## src/rtl/multicycle_ctrl.sv

```systemverilog
// Multicycle RV32I-subset controller: sequences a shared-memory datapath over 3-5+ cycles per instruction.
// Outputs decode the registered state (plus opcode/funct3, BranchCond, mem_ready); state advances each clk edge.
// Memory accesses hold mem_req/MemWrite/AdrSrc steady until mem_ready; an undecoded opcode parks the FSM in TRAP.
module multicycle_ctrl #(
  parameter int DATA_WIDTH = 32
) (
  input  logic                  clk,
  input  logic                  rst,
  input  logic [DATA_WIDTH-1:0] instr,
  input  logic                  BranchCond,
  input  logic                  mem_ready,
  output logic                  mem_req,
  output logic                  MemWrite,
  output logic                  AdrSrc,
  output logic                  IRWrite,
  output logic                  PCWrite,
  output logic [1:0]            PCSrc,
  output logic                  RegWrite,
  output logic [1:0]            ResultSrc,
  output logic                  ALUsrc,
  output logic [2:0]            ALUctrl,
  output logic [1:0]            ImmSrc,
  output logic                  halted,
  output logic [DATA_WIDTH-1:0] retired
);

  typedef enum logic [3:0] {
    S_FETCH, S_DECODE, S_MEMADR, S_MEMREAD, S_MEMWB, S_MEMWRITE,
    S_EXECI, S_ALUWB, S_BRANCH, S_JAL, S_JALR, S_TRAP
  } state_t;

  localparam logic [6:0] OP_LOAD   = 7'b0000011;
  localparam logic [6:0] OP_STORE  = 7'b0100011;
  localparam logic [6:0] OP_IMM    = 7'b0010011;
  localparam logic [6:0] OP_BRANCH = 7'b1100011;
  localparam logic [6:0] OP_JAL    = 7'b1101111;
  localparam logic [6:0] OP_JALR   = 7'b1100111;

  state_t                state;
  state_t                decode_next;
  logic [DATA_WIDTH-1:0] retired_cnt;
  logic                  retire;
  logic [6:0]            opcode;
  logic [2:0]            funct3;
  logic                  unused_instr_bits;

  assign opcode            = instr[6:0];
  assign funct3            = instr[14:12];
  assign unused_instr_bits = ^{instr[DATA_WIDTH-1:15], instr[11:7]};
  assign retired           = retired_cnt;

  // Instruction classification used when leaving DECODE; anything unrecognised traps.
  always_comb begin
    decode_next = S_TRAP;
    unique case (opcode)
      OP_LOAD, OP_STORE: decode_next = S_MEMADR;
      OP_IMM:    if (funct3 == 3'b000 || funct3 == 3'b010 ||
                     funct3 == 3'b110 || funct3 == 3'b111) decode_next = S_EXECI;
      OP_BRANCH: if (funct3 != 3'b010 && funct3 != 3'b011) decode_next = S_BRANCH;
      OP_JAL:    decode_next = S_JAL;
      OP_JALR:   if (funct3 == 3'b000) decode_next = S_JALR;
      default:   decode_next = S_TRAP;
    endcase
  end

  // Final cycle of every instruction bumps the retired counter; a stalled store waits for mem_ready.
  assign retire = (state == S_MEMWB) || (state == S_ALUWB) || (state == S_BRANCH) ||
                  (state == S_JAL)   || (state == S_JALR)  ||
                  ((state == S_MEMWRITE) && mem_ready);

  // State sequencing and retired-instruction counter.
  always_ff @(posedge clk) begin
    if (!rst) begin
      state       <= S_FETCH;
      retired_cnt <= '0;
    end else begin
      if (retire) retired_cnt <= retired_cnt + {{(DATA_WIDTH-1){1'b0}}, 1'b1};
      case (state)
        S_FETCH:    if (mem_ready) state <= S_DECODE;
        S_DECODE:   state <= decode_next;
        S_MEMADR:   state <= (opcode == OP_STORE) ? S_MEMWRITE : S_MEMREAD;
        S_MEMREAD:  if (mem_ready) state <= S_MEMWB;
        S_MEMWRITE: if (mem_ready) state <= S_FETCH;
        S_EXECI:    state <= S_ALUWB;
        S_TRAP:     state <= S_TRAP;
        default:    state <= S_FETCH;
      endcase
    end
  end

  // Datapath controls per state; everything idles while reset is held.
  always_comb begin
    mem_req   = 1'b0;
    MemWrite  = 1'b0;
    AdrSrc    = 1'b0;
    IRWrite   = 1'b0;
    PCWrite   = 1'b0;
    PCSrc     = 2'b00;
    RegWrite  = 1'b0;
    ResultSrc = 2'b00;
    ALUsrc    = 1'b0;
    ALUctrl   = 3'b111;
    ImmSrc    = 2'b00;
    halted    = 1'b0;
    if (rst) begin
      case (state)
        S_FETCH: begin
          mem_req = 1'b1;
          IRWrite = mem_ready;
          PCWrite = mem_ready;
        end
        S_DECODE: begin
          case (opcode)
            OP_STORE:  ImmSrc = 2'b01;
            OP_BRANCH: ImmSrc = 2'b10;
            OP_JAL:    ImmSrc = 2'b11;
            default:   ImmSrc = 2'b00;
          endcase
        end
        S_MEMADR: begin
          ALUsrc  = 1'b1;
          ALUctrl = 3'b000;
          ImmSrc  = (opcode == OP_STORE) ? 2'b01 : 2'b00;
        end
        S_MEMREAD: begin
          mem_req = 1'b1;
          AdrSrc  = 1'b1;
        end
        S_MEMWB: begin
          RegWrite  = 1'b1;
          ResultSrc = 2'b01;
        end
        S_MEMWRITE: begin
          mem_req  = 1'b1;
          MemWrite = 1'b1;
          AdrSrc   = 1'b1;
        end
        S_EXECI: begin
          ALUsrc = 1'b1;
          case (funct3)
            3'b010:  ALUctrl = 3'b101;
            3'b110:  ALUctrl = 3'b011;
            3'b111:  ALUctrl = 3'b010;
            default: ALUctrl = 3'b000;
          endcase
        end
        S_ALUWB: RegWrite = 1'b1;
        S_BRANCH: begin
          case (funct3)
            3'b001:         ALUctrl = 3'b001;
            3'b100, 3'b110: ALUctrl = 3'b010;
            3'b101, 3'b111: ALUctrl = 3'b011;
            default:        ALUctrl = 3'b000;
          endcase
          ImmSrc  = 2'b10;
          PCSrc   = 2'b01;
          PCWrite = BranchCond;
        end
        S_JAL: begin
          ImmSrc    = 2'b11;
          PCSrc     = 2'b01;
          PCWrite   = 1'b1;
          RegWrite  = 1'b1;
          ResultSrc = 2'b10;
        end
        S_JALR: begin
          ALUsrc    = 1'b1;
          ALUctrl   = 3'b000;
          PCSrc     = 2'b10;
          PCWrite   = 1'b1;
          RegWrite  = 1'b1;
          ResultSrc = 2'b10;
        end
        S_TRAP:  halted = 1'b1;
        default: halted = 1'b0;
      endcase
    end
  end

endmodule

```

## config.mk

```make
export PLATFORM = sky130hd
export DESIGN_NAME = multicycle_ctrl
export DESIGN_NICKNAME = d
export VERILOG_FILES = /design/src/rtl/multicycle_ctrl.sv
export SDC_FILE = /design/constraint.sdc
export NUM_CORES = 1
export LEC_CHECK = 0
export CAP_MARGIN = 0
export CORE_MARGIN = 3
export CORE_UTILIZATION = 48
export DETAILED_ROUTE_END_ITERATION = 8
export GPL_ROUTABILITY_DRIVEN = 0
export PLACE_DENSITY = 0.91
export RECOVER_POWER = 50
export SETUP_SLACK_MARGIN = 0.05
export SYNTH_ARGS = -nofsm -noshare
export SYNTH_HDL_FRONTEND = slang
export SYNTH_SLANG_ARGS = --single-unit
```

## constraint.sdc

```tcl
create_clock -name clk -period 3.2 [get_ports clk]
set_clock_uncertainty 0.1 [all_clocks]
set_input_delay 0.96 -clock clk [delete_from_list [all_inputs] [get_ports clk]]
set_output_delay 0.96 -clock clk [all_outputs]
set_load 0.005 [all_outputs]
```

==> results by stage <==
Status:
- The flow ran to the end, and the final reports show no timing, DRC or antenna violations.

Drt:
- Dividing the detail-routed wire length by the instance count gives 16.7 um.
- The post-detailed-route DRC marker count is 0.
- The number of vias per cell after detailed routing is 6.05.
- The first detailed-routing pass took 5 iterations.
- The number of routed nets with antenna violations is 0.
- The routed layout has 2654 vias.
- The starting DRC count in detailed routing is 253.
- Summed over all layers, the routed wires come to 7320 um.

Timing:
- Setup repair after global routing left no endpoint under its margin.
- Setup total negative slack on the finished layout was measured at 0 ps.
- Setup violations remaining at the end of the flow were counted as 0.
- The shortest clock period the worst path allows after layout is 3120 ps.
- The achievable clock frequency is 321 MHz.
- The max-slew violation total from the final report is 0.
- Measured against its own limit, the worst slew margin works out to 65.2%.
- The worst hold slack is 392 ps.
- The transition time at the pin with the least slew margin is 517 ps.
- Across all setup checks in the final design, the least slack found is 81.0 ps.
- In the finished design, the share of the clock period the worst path needs comes to 97.5%.
- The final count of hold timing violations is 0.

Hold path:
- The startpoint identified for the worst hold timing path is retired[31].
- The path class of the lowest-slack min-delay path is reg2reg.

Power:
- The maximum resistive drop on vdd is 0.246 mV.
- The power density of the placed cells is 358 nW/um^2.
- The leakage power summed over all cells is 1.39 nW.

Critical path:
- The slowest stage of the critical path is the sky130_fd_sc_hd__dlygate4sd2_1 cell.
- Of all nets on the critical path, the largest fanout is 2.
- Traced cell by cell, the critical path runs through dlygate4sd2_1 -> and3_1 -> and3_4 -> nand4_1 -> o21ai_2 -> a21o_1 -> clkbuf_2.
- The capturing element type of the critical path is an output pin.
- Data arrives at the worst endpoint at 2060 ps.
- The end of the worst register-to-register path is retired[14].
- On the worst path, the slowest cell contributes a delay of 280 ps.
- The kind of critical path is in2out.
- The worst reg2reg path startpoint is state[0].
- The data required time of the worst path is 2140 ps.
- The launch point of the critical path is instr[0].
- The path depth of the worst reg2reg path is 7.
- The type of origin of the critical path is an input pin.
- Setup slack on the worst reg-to-reg path comes out at 770 ps.
- The capturing element of the worst setup path is ImmSrc[0].

Clock network:
- After clock tree synthesis, the clock-pin slew on the worst setup and hold paths is 70 ps.
- The H-tree generated during clock tree synthesis spans 2 levels.
- For the worst-skew pair, the clock arrives at the later sink with an insertion delay of 290 ps.
- The root buffer cell chosen for the clock tree is sky130_fd_sc_hd__clkbuf_8.
- The TritonCTS buffer count is 5.
- The buffer depth of the longest clock path is 2.
- The clock net sink count is 36.
- TritonCTS built the clock tree.

Cells and area:
- The most common library cell in the layout ignoring fill and taps is sky130_fd_sc_hd__nor2_1.
- Relative to the synthesized area, the layout overhead comes to 47.7%.
- Of the cells placed in the final design, the portion with a size suffix greater than 1 is 17.8%.
- The number of nets in the layout is 423.
- In the layout the commonest cells are sky130_fd_sc_hd__nor2_1 (41), sky130_fd_sc_hd__buf_4 (37), sky130_fd_sc_hd__dfxtp_1 (34).
- The antenna cell count is 0.
- For this run, the number of standard cells in the final layout without fillers is 439.
- Counting the fill cells in the layout gives 303.

Die:
- 85 I/O pins were placed.
- The starting density of the core is 50.4%.
- The floorplan step defined a die boundary enclosing 5480 sq um.
- The die is 74.1 um tall.
- The floorplan die width is 74.1 um.
- The core region is 4410 sq um.
- The number of placement rows is 24.

Synthesis:
- The post-synth net total is 330.
- The sequential share of the synthesized area is 32.4%.
- Counting every instance in the synthesized netlist gives 293.
- The flip-flop and latch count after synthesis is 36.
- Summing the areas of all and, or, nand and nor instances in the mapped netlist gives 37.2% of the synthesized area.
- The synthesized netlist devotes 13.9% of its cell area to compound gates.
- The netlist uses 50 different library cells.
- The Yosys step of the flow raised 0 warnings.
- The synthesized area divided by synthesized cell count is 7.59 sq um.
- Of the total synthesized cell area, the portion taken by XOR and XNOR cells is 11.0%.
- After synthesis, the largest family of logic cells by area is simple AND/OR/NAND/NOR gates.
- The synthesized netlist devotes 0.563% of its cell area to adder and majority cells.
- The total standard cell area after synthesis is 2220 sq um.
- After synthesis, the share of cell area in mux cells is 0.450%.

Global routing:
- The first-pass GRT wire length is 11900 um.
- The number of global-route vias before repair was 2572.
- Entering global routing, the biggest net connects 34 pins.
- Global routing used 27.6% of the available tracks across all layers.
- The number of antenna violations at the first check in global routing came to 0.
- After global routing the overflow that remains totals 0.

Run:
- The max-cap violation count is 0.

Placement:
- The count of port buffers added during placement is 62.
- The detailed-placement wirelength estimate is 4940 um.
- Timing analysis after detailed placement gives a worst setup slack of -489 ps.
- The number of instances in the placed design is 426.
kinds of logic after synthesis:
group / Yosys count
XOR/XNOR: 28
adder cells (fa/ha/maj): 1
AO/OA/AOI/OAI: 49
buffers and inverters: 23
multiplexers: 1
flip-flops: 36
AND/OR/NAND/NOR: 155
critical path: cells and delay by family:
family,cells,cell delay [ps]
AND/OR/NAND/NOR,3,520
buffers and inverters,2,390
AO/OA/AOI/OAI,2,180
how the worst min path moves through the flow:
| stage | cells past startpoint | endpoint |
|---|---|---|
| 2_1_floorplan | 2 | retired[31] |
| 3_3_place_gp | 2 | retired[31] |
| 3_5_place_dp | 2 | retired[31] |
| 4_1_cts | 2 | retired[31] |
| 5_1_grt | 2 | retired[18] |
| 6_report | 2 | retired[31] |
cell usage after synthesis, drive strengths merged:
master / number / share of area (%)
o211ai: 3 / 1.0
nor2: 43 / 7.3
and3: 7 / 2.0
a32oi: 2 / 0.79
nand2: 28 / 4.7
a211oi: 2 / 0.68
a21oi: 14 / 3.2
nor3b: 2 / 0.68
xnor2: 26 / 10
or4: 1 / 0.51
a211o: 1 / 0.39
a31oi: 3 / 0.84
a21o: 2 / 0.68
nor4b: 3 / 1.2
and2b: 1 / 0.39
and4: 4 / 1.7
a221oi: 1 / 0.39
o31ai: 1 / 0.34
nand3: 14 / 3.2
o21ai: 13 / 2.9
a311oi: 1 / 0.39
or3: 6 / 1.7
nor4: 13 / 3.7
clkbuf: 10 / 1.7
o211a: 1 / 0.45
xor2: 2 / 0.79
o311a: 1 / 0.45
a22o: 1 / 0.39
nor3: 11 / 2.5
or3b: 1 / 0.39
ha: 1 / 0.56
o32ai: 1 / 0.39
inv: 7 / 1.2
dfxtp: 36 / 32
mux2i: 1 / 0.45
nand4: 6 / 2.4
nand2b: 4 / 1.1
o21bai: 1 / 0.34
buf: 6 / 1.5
nor2b: 6 / 2.0
o22ai: 1 / 0.28
nand4bb: 2 / 1.0
and2: 3 / 0.84
through the flow:
stage / utilization (%) / total power, mW / area [sq um]
4_1_cts: 73.6 / 1.16 / 3250
3_5_place_dp: 70.4 / 0.774 / 3110
3_3_place_gp: 70.4 / 0.763 / 3110
6_report: 74.4 / 1.18 / 3280
5_1_grt: 74.4 / 1.22 / 3280
2_1_floorplan: - / 0.630 / 2220
routing by layer:
layer / part of all wire [%] / up-vias / routed length, um / track usage, %
met5: 0 / - / 0 / 0
met4: 3.9 / 0 / 284 / 13.1
met1: 39 / 1223 / 2840 / 33.9
met2: 49 / 162 / 3590 / 45.5
li1: - / 1233 / - / -
met3: 8.3 / 36 / 607 / 6.35
what timing repair did:
item | 4_1_cts | 5_1_grt
pin swaps | 6 | 8
setup endpoints to repair | 17 | 7
hold buffers | 0 | 0
gates resized for setup | 40 | 16
buffers inserted | 2 | 3
flip-flops by register name, summed over array words and instances, names as in the netlist:
| signal | cells |
|---|---|
| retired | 32 |
| state | 4 |
where the power goes:
group / internal (mW) / switching, mW / leakage [nW]
registers: 0.458 / 0.0181 / 0.291
logic: 0.131 / 0.168 / 1.05
clock network: 0.231 / 0.168 / 0.0552
cell type report:
| class | count | area [sq um] | area share [%] |
|---|---|---|---|
| Clock buffer | 6 | 72.6 | 2.21 |
| Clock inverter | 2 | 35.0 | 1.07 |
| Timing Repair Buffer | 102 | 886 | 27.0 |
| Tap cell | 52 | 65.1 | 1.98 |
| Multi-Input combinational cell | 234 | 1480 | 44.9 |
| Sequential cell | 36 | 723 | 22.0 |
| Inverter | 7 | 26.3 | 0.800 |
(Power assumes the default switching activity.)
